### src/rtl/video_timing_if.sv
// Raster timing bus between the timing generator and its consumers; csync exists only with VIDEO_TIMING_CSYNC_EN.
interface video_timing_if;
  logic       ce5;
  logic       irq_ack;
  logic [8:0] hcount;
  logic [7:0] vcount;
  logic       hblank;
  logic       vblank;
  logic       hsync;
  logic       vsync;
  logic       frame_start;
  logic       irq;
`ifdef VIDEO_TIMING_CSYNC_EN
  logic       csync;
`endif

  modport master (
    input  ce5, irq_ack,
`ifdef VIDEO_TIMING_CSYNC_EN
    output csync,
`endif
    output hcount, vcount, hblank, vblank, hsync, vsync, frame_start, irq
  );

  modport slave (
    output ce5, irq_ack,
`ifdef VIDEO_TIMING_CSYNC_EN
    input  csync,
`endif
    input  hcount, vcount, hblank, vblank, hsync, vsync, frame_start, irq
  );
endinterface

### src/rtl/video_timing.sv
// Raster timing generator: counters, blank/sync flags (zero skew to counts), frame strobe, line-rate irq.
// Advances only on ce5, no backpressure; VIDEO_TIMING_CSYNC_EN adds registered csync = hsync ^ vsync.
module video_timing #(
  parameter int H_TOTAL      = 320,
  parameter int H_ACTIVE     = 256,
  parameter int H_SYNC_START = 272,
  parameter int H_SYNC_LEN   = 24,
  parameter int V_TOTAL      = 256,
  parameter int V_ACTIVE     = 232,
  parameter int V_SYNC_START = 240,
  parameter int V_SYNC_LEN   = 3,
  parameter int IRQ_SHIFT    = 6
) (
  input  logic           clk,
  input  logic           reset_n,
  video_timing_if.master vt
);

  // 10-bit constants so sync end cannot overflow the compare
  localparam logic [9:0] HT  = 10'(H_TOTAL);
  localparam logic [9:0] HA  = 10'(H_ACTIVE);
  localparam logic [9:0] HSS = 10'(H_SYNC_START);
  localparam logic [9:0] HSE = 10'(H_SYNC_START + H_SYNC_LEN);
  localparam logic [9:0] VT  = 10'(V_TOTAL);
  localparam logic [9:0] VA  = 10'(V_ACTIVE);
  localparam logic [9:0] VSS = 10'(V_SYNC_START);
  localparam logic [9:0] VSE = 10'(V_SYNC_START + V_SYNC_LEN);

  logic [8:0] hcount_q;
  logic [7:0] vcount_q;
  logic       hblank_q, vblank_q, hsync_q, vsync_q, frame_start_q, irq_q;

  logic       h_wrap, v_last, irq_set;
  logic [8:0] h_nxt;
  logic [7:0] v_nxt;
  logic [9:0] h_nxt_w, v_nxt_w;
  logic       hblank_n, vblank_n, hsync_n, vsync_n;

  always_comb begin
    h_wrap   = ({1'b0, hcount_q} == HT - 10'd1);
    v_last   = ({2'b0, vcount_q} == VT - 10'd1);
    h_nxt    = h_wrap ? 9'd0 : hcount_q + 9'd1;
    v_nxt    = !h_wrap ? vcount_q : (v_last ? 8'd0 : vcount_q + 8'd1);
    h_nxt_w  = {1'b0, h_nxt};
    v_nxt_w  = {2'b0, v_nxt};
    hblank_n = (h_nxt_w >= HA);
    hsync_n  = (h_nxt_w >= HSS) && (h_nxt_w < HSE);
    vblank_n = (v_nxt_w >= VA);
    vsync_n  = (v_nxt_w >= VSS) && (v_nxt_w < VSE);
    irq_set  = vt.ce5 && h_wrap && (v_nxt[IRQ_SHIFT-1:0] == '0);
  end

  always_ff @(posedge clk or negedge reset_n) begin
    if (!reset_n) begin
      hcount_q      <= '0;
      vcount_q      <= '0;
      hblank_q      <= 1'b0;
      vblank_q      <= 1'b0;
      hsync_q       <= 1'b0;
      vsync_q       <= 1'b0;
      frame_start_q <= 1'b0;
      irq_q         <= 1'b0;
    end else begin
      frame_start_q <= vt.ce5 && h_wrap && v_last;
      if (vt.ce5) begin
        hcount_q <= h_nxt;
        vcount_q <= v_nxt;
        hblank_q <= hblank_n;
        vblank_q <= vblank_n;
        hsync_q  <= hsync_n;
        vsync_q  <= vsync_n;
      end
      // a set on the same edge as an ack takes priority
      if (irq_set)
        irq_q <= 1'b1;
      else if (vt.irq_ack)
        irq_q <= 1'b0;
    end
  end

`ifdef VIDEO_TIMING_CSYNC_EN
  logic csync_q;

  always_ff @(posedge clk or negedge reset_n) begin
    if (!reset_n)
      csync_q <= 1'b0;
    else if (vt.ce5)
      csync_q <= hsync_n ^ vsync_n;
  end

  assign vt.csync = csync_q;
`endif

  assign vt.hcount      = hcount_q;
  assign vt.vcount      = vcount_q;
  assign vt.hblank      = hblank_q;
  assign vt.vblank      = vblank_q;
  assign vt.hsync       = hsync_q;
  assign vt.vsync       = vsync_q;
  assign vt.frame_start = frame_start_q;
  assign vt.irq         = irq_q;

endmodule
### src/flat_wrapper.sv
// flat-port wrapper written by rule: the top's interface ports become plain ports
module video_timing_flat 
#(
  parameter int H_TOTAL      = 320,
  parameter int H_ACTIVE     = 256,
  parameter int H_SYNC_START = 272,
  parameter int H_SYNC_LEN   = 24,
  parameter int V_TOTAL      = 256,
  parameter int V_ACTIVE     = 232,
  parameter int V_SYNC_START = 240,
  parameter int V_SYNC_LEN   = 3,
  parameter int IRQ_SHIFT    = 6
)
  (clk, reset_n, vt_ce5, vt_irq_ack, vt_hcount, vt_vcount, vt_hblank, vt_vblank, vt_hsync, vt_vsync, vt_frame_start, vt_irq);
  video_timing_if vt_i ();
  input  logic clk;
  input  logic reset_n;
  input wire logic [$bits(vt_i.ce5)-1:0] vt_ce5;
  input wire logic [$bits(vt_i.irq_ack)-1:0] vt_irq_ack;
  output wire logic [$bits(vt_i.hcount)-1:0] vt_hcount;
  output wire logic [$bits(vt_i.vcount)-1:0] vt_vcount;
  output wire logic [$bits(vt_i.hblank)-1:0] vt_hblank;
  output wire logic [$bits(vt_i.vblank)-1:0] vt_vblank;
  output wire logic [$bits(vt_i.hsync)-1:0] vt_hsync;
  output wire logic [$bits(vt_i.vsync)-1:0] vt_vsync;
  output wire logic [$bits(vt_i.frame_start)-1:0] vt_frame_start;
  output wire logic [$bits(vt_i.irq)-1:0] vt_irq;
  assign vt_i.ce5 = vt_ce5;
  assign vt_i.irq_ack = vt_irq_ack;
  assign vt_hcount = vt_i.hcount;
  assign vt_vcount = vt_i.vcount;
  assign vt_hblank = vt_i.hblank;
  assign vt_vblank = vt_i.vblank;
  assign vt_hsync = vt_i.hsync;
  assign vt_vsync = vt_i.vsync;
  assign vt_frame_start = vt_i.frame_start;
  assign vt_irq = vt_i.irq;
  video_timing #(.H_TOTAL(H_TOTAL), .H_ACTIVE(H_ACTIVE), .H_SYNC_START(H_SYNC_START), .H_SYNC_LEN(H_SYNC_LEN), .V_TOTAL(V_TOTAL), .V_ACTIVE(V_ACTIVE), .V_SYNC_START(V_SYNC_START), .V_SYNC_LEN(V_SYNC_LEN), .IRQ_SHIFT(IRQ_SHIFT)) u_core (.clk(clk), .reset_n(reset_n), .vt(vt_i));
endmodule
### config.mk
export PLATFORM = sky130hd
export DESIGN_NAME = video_timing_flat
export DESIGN_NICKNAME = d
export VERILOG_FILES = /design/src/rtl/video_timing_if.sv /design/src/rtl/video_timing.sv /design/src/flat_wrapper.sv
export SDC_FILE = /design/constraint.sdc
export NUM_CORES = 1
export LEC_CHECK = 0
export ABC_AREA = 1
export BUFFER_PORTS_ARGS = -buffer_cell sky130_fd_sc_hd__buf_2
export CORE_UTILIZATION = 54
export CTS_CLUSTER_DIAMETER = 150
export DETAILED_ROUTE_END_ITERATION = 16
export GPL_ROUTABILITY_DRIVEN = 0
export GPL_TIMING_DRIVEN = 0
export PLACE_DENSITY = 0.81
export RECOVER_POWER = 25
export SYNTH_ARGS = -nofsm -noshare
export SYNTH_HDL_FRONTEND = slang
export SYNTH_SLANG_ARGS = --single-unit
### constraint.sdc
create_clock -name clk -period 2.1 [get_ports clk]
set_clock_uncertainty 0.05 [all_clocks]
set_input_delay 0.21 -clock clk [delete_from_list [all_inputs] [get_ports clk]]
set_output_delay 0.21 -clock clk [all_outputs]
set_load 0.05 [all_outputs]
==> impl_summary.log <==
INFO  metric status = completed
INFO  metric combinationalPowerShare = 0.440
INFO  metric period_share = 0.837
INFO  metric synth_async_sr_flop_share = 1.00
INFO  metric clockRootBuffer = clkbuf_4
INFO  metric post_cts_buffers = 0
INFO  metric finalSetupViolations = 0
INFO  metric diodes = 0
INFO  metric route.detailed.drc = 0
INFO  metric yosys_most_used_dff = dfrtp_1
INFO  metric antenna_violating_nets_post_route = 0
INFO  metric hold_start = vt_irq_ack
INFO  metric synthesis.area_per_instance = ~7.4 sq um
INFO  metric timing.fmax = 569 MHz
INFO  metric port-buffer-count = 26
INFO  metric post_synth_mux_area_share = 0
INFO  metric critPathKind = reg -> reg
INFO  metric dp_hpwl = between 2000 and 2500 microns
INFO  metric placementRows = 18
INFO  metric yosys.area_share.adder = 0.0175
INFO  metric num_vias = 1285
INFO  metric nNetsFinal = 231
INFO  metric yosys.area_share.xor_xnor = 0.0306
INFO  metric relSlewSlack = 0.179
INFO  metric synthesis.area = about 0.0014 sq mm
INFO  metric cts.path.max_buffers = 2
INFO  metric initial_utilization = 0.573
INFO  metric numCtsBuffers = 3
INFO  metric power.net_switching = ~700 uW
INFO  metric max_slew_violation_count = 0
INFO  metric area_enclosed_by_the_die_boundary = roughly 0.0029 sq mm
INFO  metric cellPowerDensity = ~900 mW/mm^2
INFO  metric maxCapViolations = 0
INFO  metric synthesis.instances = just under 200
INFO  metric yosys_warnings = 0
INFO  metric worst_setup_timing_slack_at_the_placement_stage = around 0.34 ns
INFO  metric regToRegSetupSlack = ~0.34 ns
INFO  metric end_kind = flop
INFO  metric global_route.usage.total = 0.233
INFO  metric via_count_of_the_first_global_routing_pass = between 1000 and 1500
INFO  metric die_x = about 53 microns
INFO  metric clockPowerShare = 0.141
INFO  metric cts_tree = yes
INFO  metric synth_enable_flop_cells = 0
INFO  metric drt_first_pass_iters = 4
INFO  metric critPathLaunchType = flop
INFO  metric synth-seq-cells = 23
INFO  metric global_route.overflow_total = 0
INFO  metric netlist_top_cells_area = dfrtp_1, nand2_1, inv_1
INFO  metric insertion_delay_to_the_later_sink_of_the_worst_skew_pair = around 0.31 ns
INFO  metric die_h = approximately 53 microns
INFO  metric crit_required = 2.31 ns
INFO  metric syn_nets = between 150 and 200
INFO  metric initial_drc_count = 20
INFO  metric grt_antenna_before_repair = 0
INFO  metric leakage_power_figure = just under 0.0009 uW
INFO  metric viasPerCell = 5.06
INFO  metric synth_top_family_by_area = simple AND/OR/NAND/NOR gates
INFO  metric finalWorstPathRequiredPeriod = 1.76 ns
INFO  metric synth_cell_types = 28
INFO  metric setup_slack = around 0.34 ns
INFO  metric clk_pin_slew = around 0.13 ns
INFO  metric seq_area_frac_synth = 0.402
INFO  metric pin_count_of_the_biggest_net_entering_global_routing = 24
INFO  metric tightest_pin_transition = between 1 and 1.5 ns
INFO  metric count_of_pins_on_the_block_boundary = 27
INFO  metric launch_instance_of_the_worst_register_to_register_path = u_core.vt.hcount[0]$_DFFE_PN0P_
INFO  metric core_area = approximately 0.0025 sq mm
INFO  metric internal_power = 756 uW
INFO  metric sequentialPowerShare = 0.419
INFO  metric switching_share = 0.480
INFO  metric clock_sinks = 23
INFO  metric critical_path.max_fanout = 10
INFO  metric htree_num_levels = 1
INFO  metric unrepaired_setup_endpoints_after_global_routing = no
INFO  metric synth-compound-area-share = 0.0909
INFO  metric yosys.area_share.simple = 0.378
INFO  metric worst_ir_drop_vdd = ~0.78 mV
INFO  metric report.final.hold_viol_count = 0
INFO  metric grt_pass1_wl = 4690 microns
INFO  metric fin_hold_ws = between 0.03 and 0.04 ns
INFO  metric netlist.top_cell.by_area = dfrtp_1
INFO  metric hp-class = in -> reg
INFO  metric finalSetupTns = 0 ns
INFO  metric route.final.wire_length = about 2800 microns
INFO  metric worst_setup_path_startpoint = u_core.vt.hcount[0]$_DFFE_PN0P_
INFO  metric syn2layout_area_growth = 14.2%
INFO  metric arrival = between 1.5 and 2 ns
INFO  metric nFillCells = ~250
INFO  metric post_route_cells_drive_above_1_share = 0.219
INFO  metric synth_top_area_frac = 0.402
INFO  metric routed_wire_length_per_instance = between 10 and 15 microns
==> logic make-up after synthesis <==
| family | after synthesis |
|---|---|
| xor+xnor | 5 |
| compound gates | 22 |
| simple gates | 115 |
| fa+ha+maj | 2 |
| flops | 23 |
| buf+inv | 26 |
==> cells in the final DEF, fill, tap and decap left out, types with 3 or more instances in the layout <==
| cell type | netlist | layout |
|---|---|---|
| nor2_2 | 3 | 3 |
| dfrtp_1 | 23 | 23 |
| nand3_1 | 13 | 13 |
| nor2_1 | 17 | 17 |
| nand2_1 | 64 | 64 |
| buf_2 | 0 | 25 |
| inv_1 | 22 | 22 |
| nand2_2 | 6 | 6 |
| clkbuf_4 | 0 | 3 |
| nor2_4 | 3 | 3 |
| xor2_1 | 4 | 4 |
| clkbuf_1 | 1 | 3 |
| o21ai_0 | 14 | 14 |
==> final cells by class <==
cell class              count  area (sq um)  area share
multi-input cells         144           739       0.453
flip-flops and latches     23           576       0.352
repair buffers             27           139      0.0850
inverters                  22          82.6      0.0505
well taps                  30          37.5      0.0230
plain buffers               4          33.8      0.0207
clock buffers               4          26.3      0.0161
==> critical path, cell delays in order, from the launching register on <==
cell and delay [ns]:
dfrtp_1 0.43, ha_1 0.24, nand2_1 0.12, nor2_4 0.06
nand2_4 0.10, nor2_8 0.06, nor2_1 0.20, nand3_1 0.16
nor2_1 0.12, nand3_1 0.09, nand2_1 0.07
==> timing repair <==
item / CTS / global route
hold buffers: 1 / 0
hold endpoints to repair: 23 / 0
gates resized for setup: 0 / 0
==> flip-flops by register name, indices dropped and copies added (netlist names) <==
name and cells:
u_core.vt.hcount 9, u_core.vt.hsync 1, u_core.vt.frame_start 1, u_core.vt.irq 1, u_core.vt.vcount 8, u_core.vt.vsync 1, u_core.vt.vblank 1, u_core.vt.hblank 1
==> worst paths after layout <==
kind	endpoint	depth (start not counted)
setup / recovery	u_core.vt.hsync$_DFFE_PN0P_	10
hold / removal	u_core.vt.irq$_DFFE_PN0P_	2
setup reg to reg	u_core.vt.hsync$_DFFE_PN0P_	10
hold reg to reg	u_core.vt.vsync$_DFFE_PN0P_	2
max in group asynchronous	u_core.vt.hcount[6]$_DFFE_PN0P_	2
min in group asynchronous	u_core.vt.hcount[5]$_DFFE_PN0P_	2
==> power groups by stage <==
stage / registers (uW) / logic, uW / clock network (uW)
after CTS: 609 / 644 / 212
after floorplan: 865 / 251 / 0
after global routing: 627 / 698 / 233
after detailed placement: 617 / 642 / 0
after global placement: 616 / 634 / 0
final: 609 / 640 / 206
==> routing by layer <==
layer,GRT usage,wire length [microns],vias to the layer above,share of wire
met5,0,0,-,0
li1,-,-,672,-
met3,0.0460,101,5,0.036
met2,0.365,1200,27,0.43
met1,0.304,1440,581,0.51
met4,0.110,51,0,0.018
==> through the flow <==
step | instance area [sq um] | cells | total power (uW) | util
6_report | 1630 | 254 | 1460 | 0.654
5_1_grt | 1630 | 254 | 1560 | 0.654
4_1_cts | 1640 | 254 | 1460 | 0.654
3_5_place_dp | 1600 | 249 | 1260 | 0.640
3_3_place_gp | 1600 | 249 | 1250 | 0.640
2_1_floorplan | 1430 | 193 | 1120 | -
==> Yosys cell counts (2+ instances only) <==
master	instances
nor2_4	3
nor2_2	3
nand3_2	2
inv_1	22
nand3_1	13
nor3_1	2
nand2_1	64
nand2_2	6
ha_1	2
o21ai_0	14
dfrtp_1	23
nor2_1	17
buf_6	2
xor2_1	4
nand4_1	2
a21oi_1	2
Note: power is estimated with default switching activity, not from simulation.
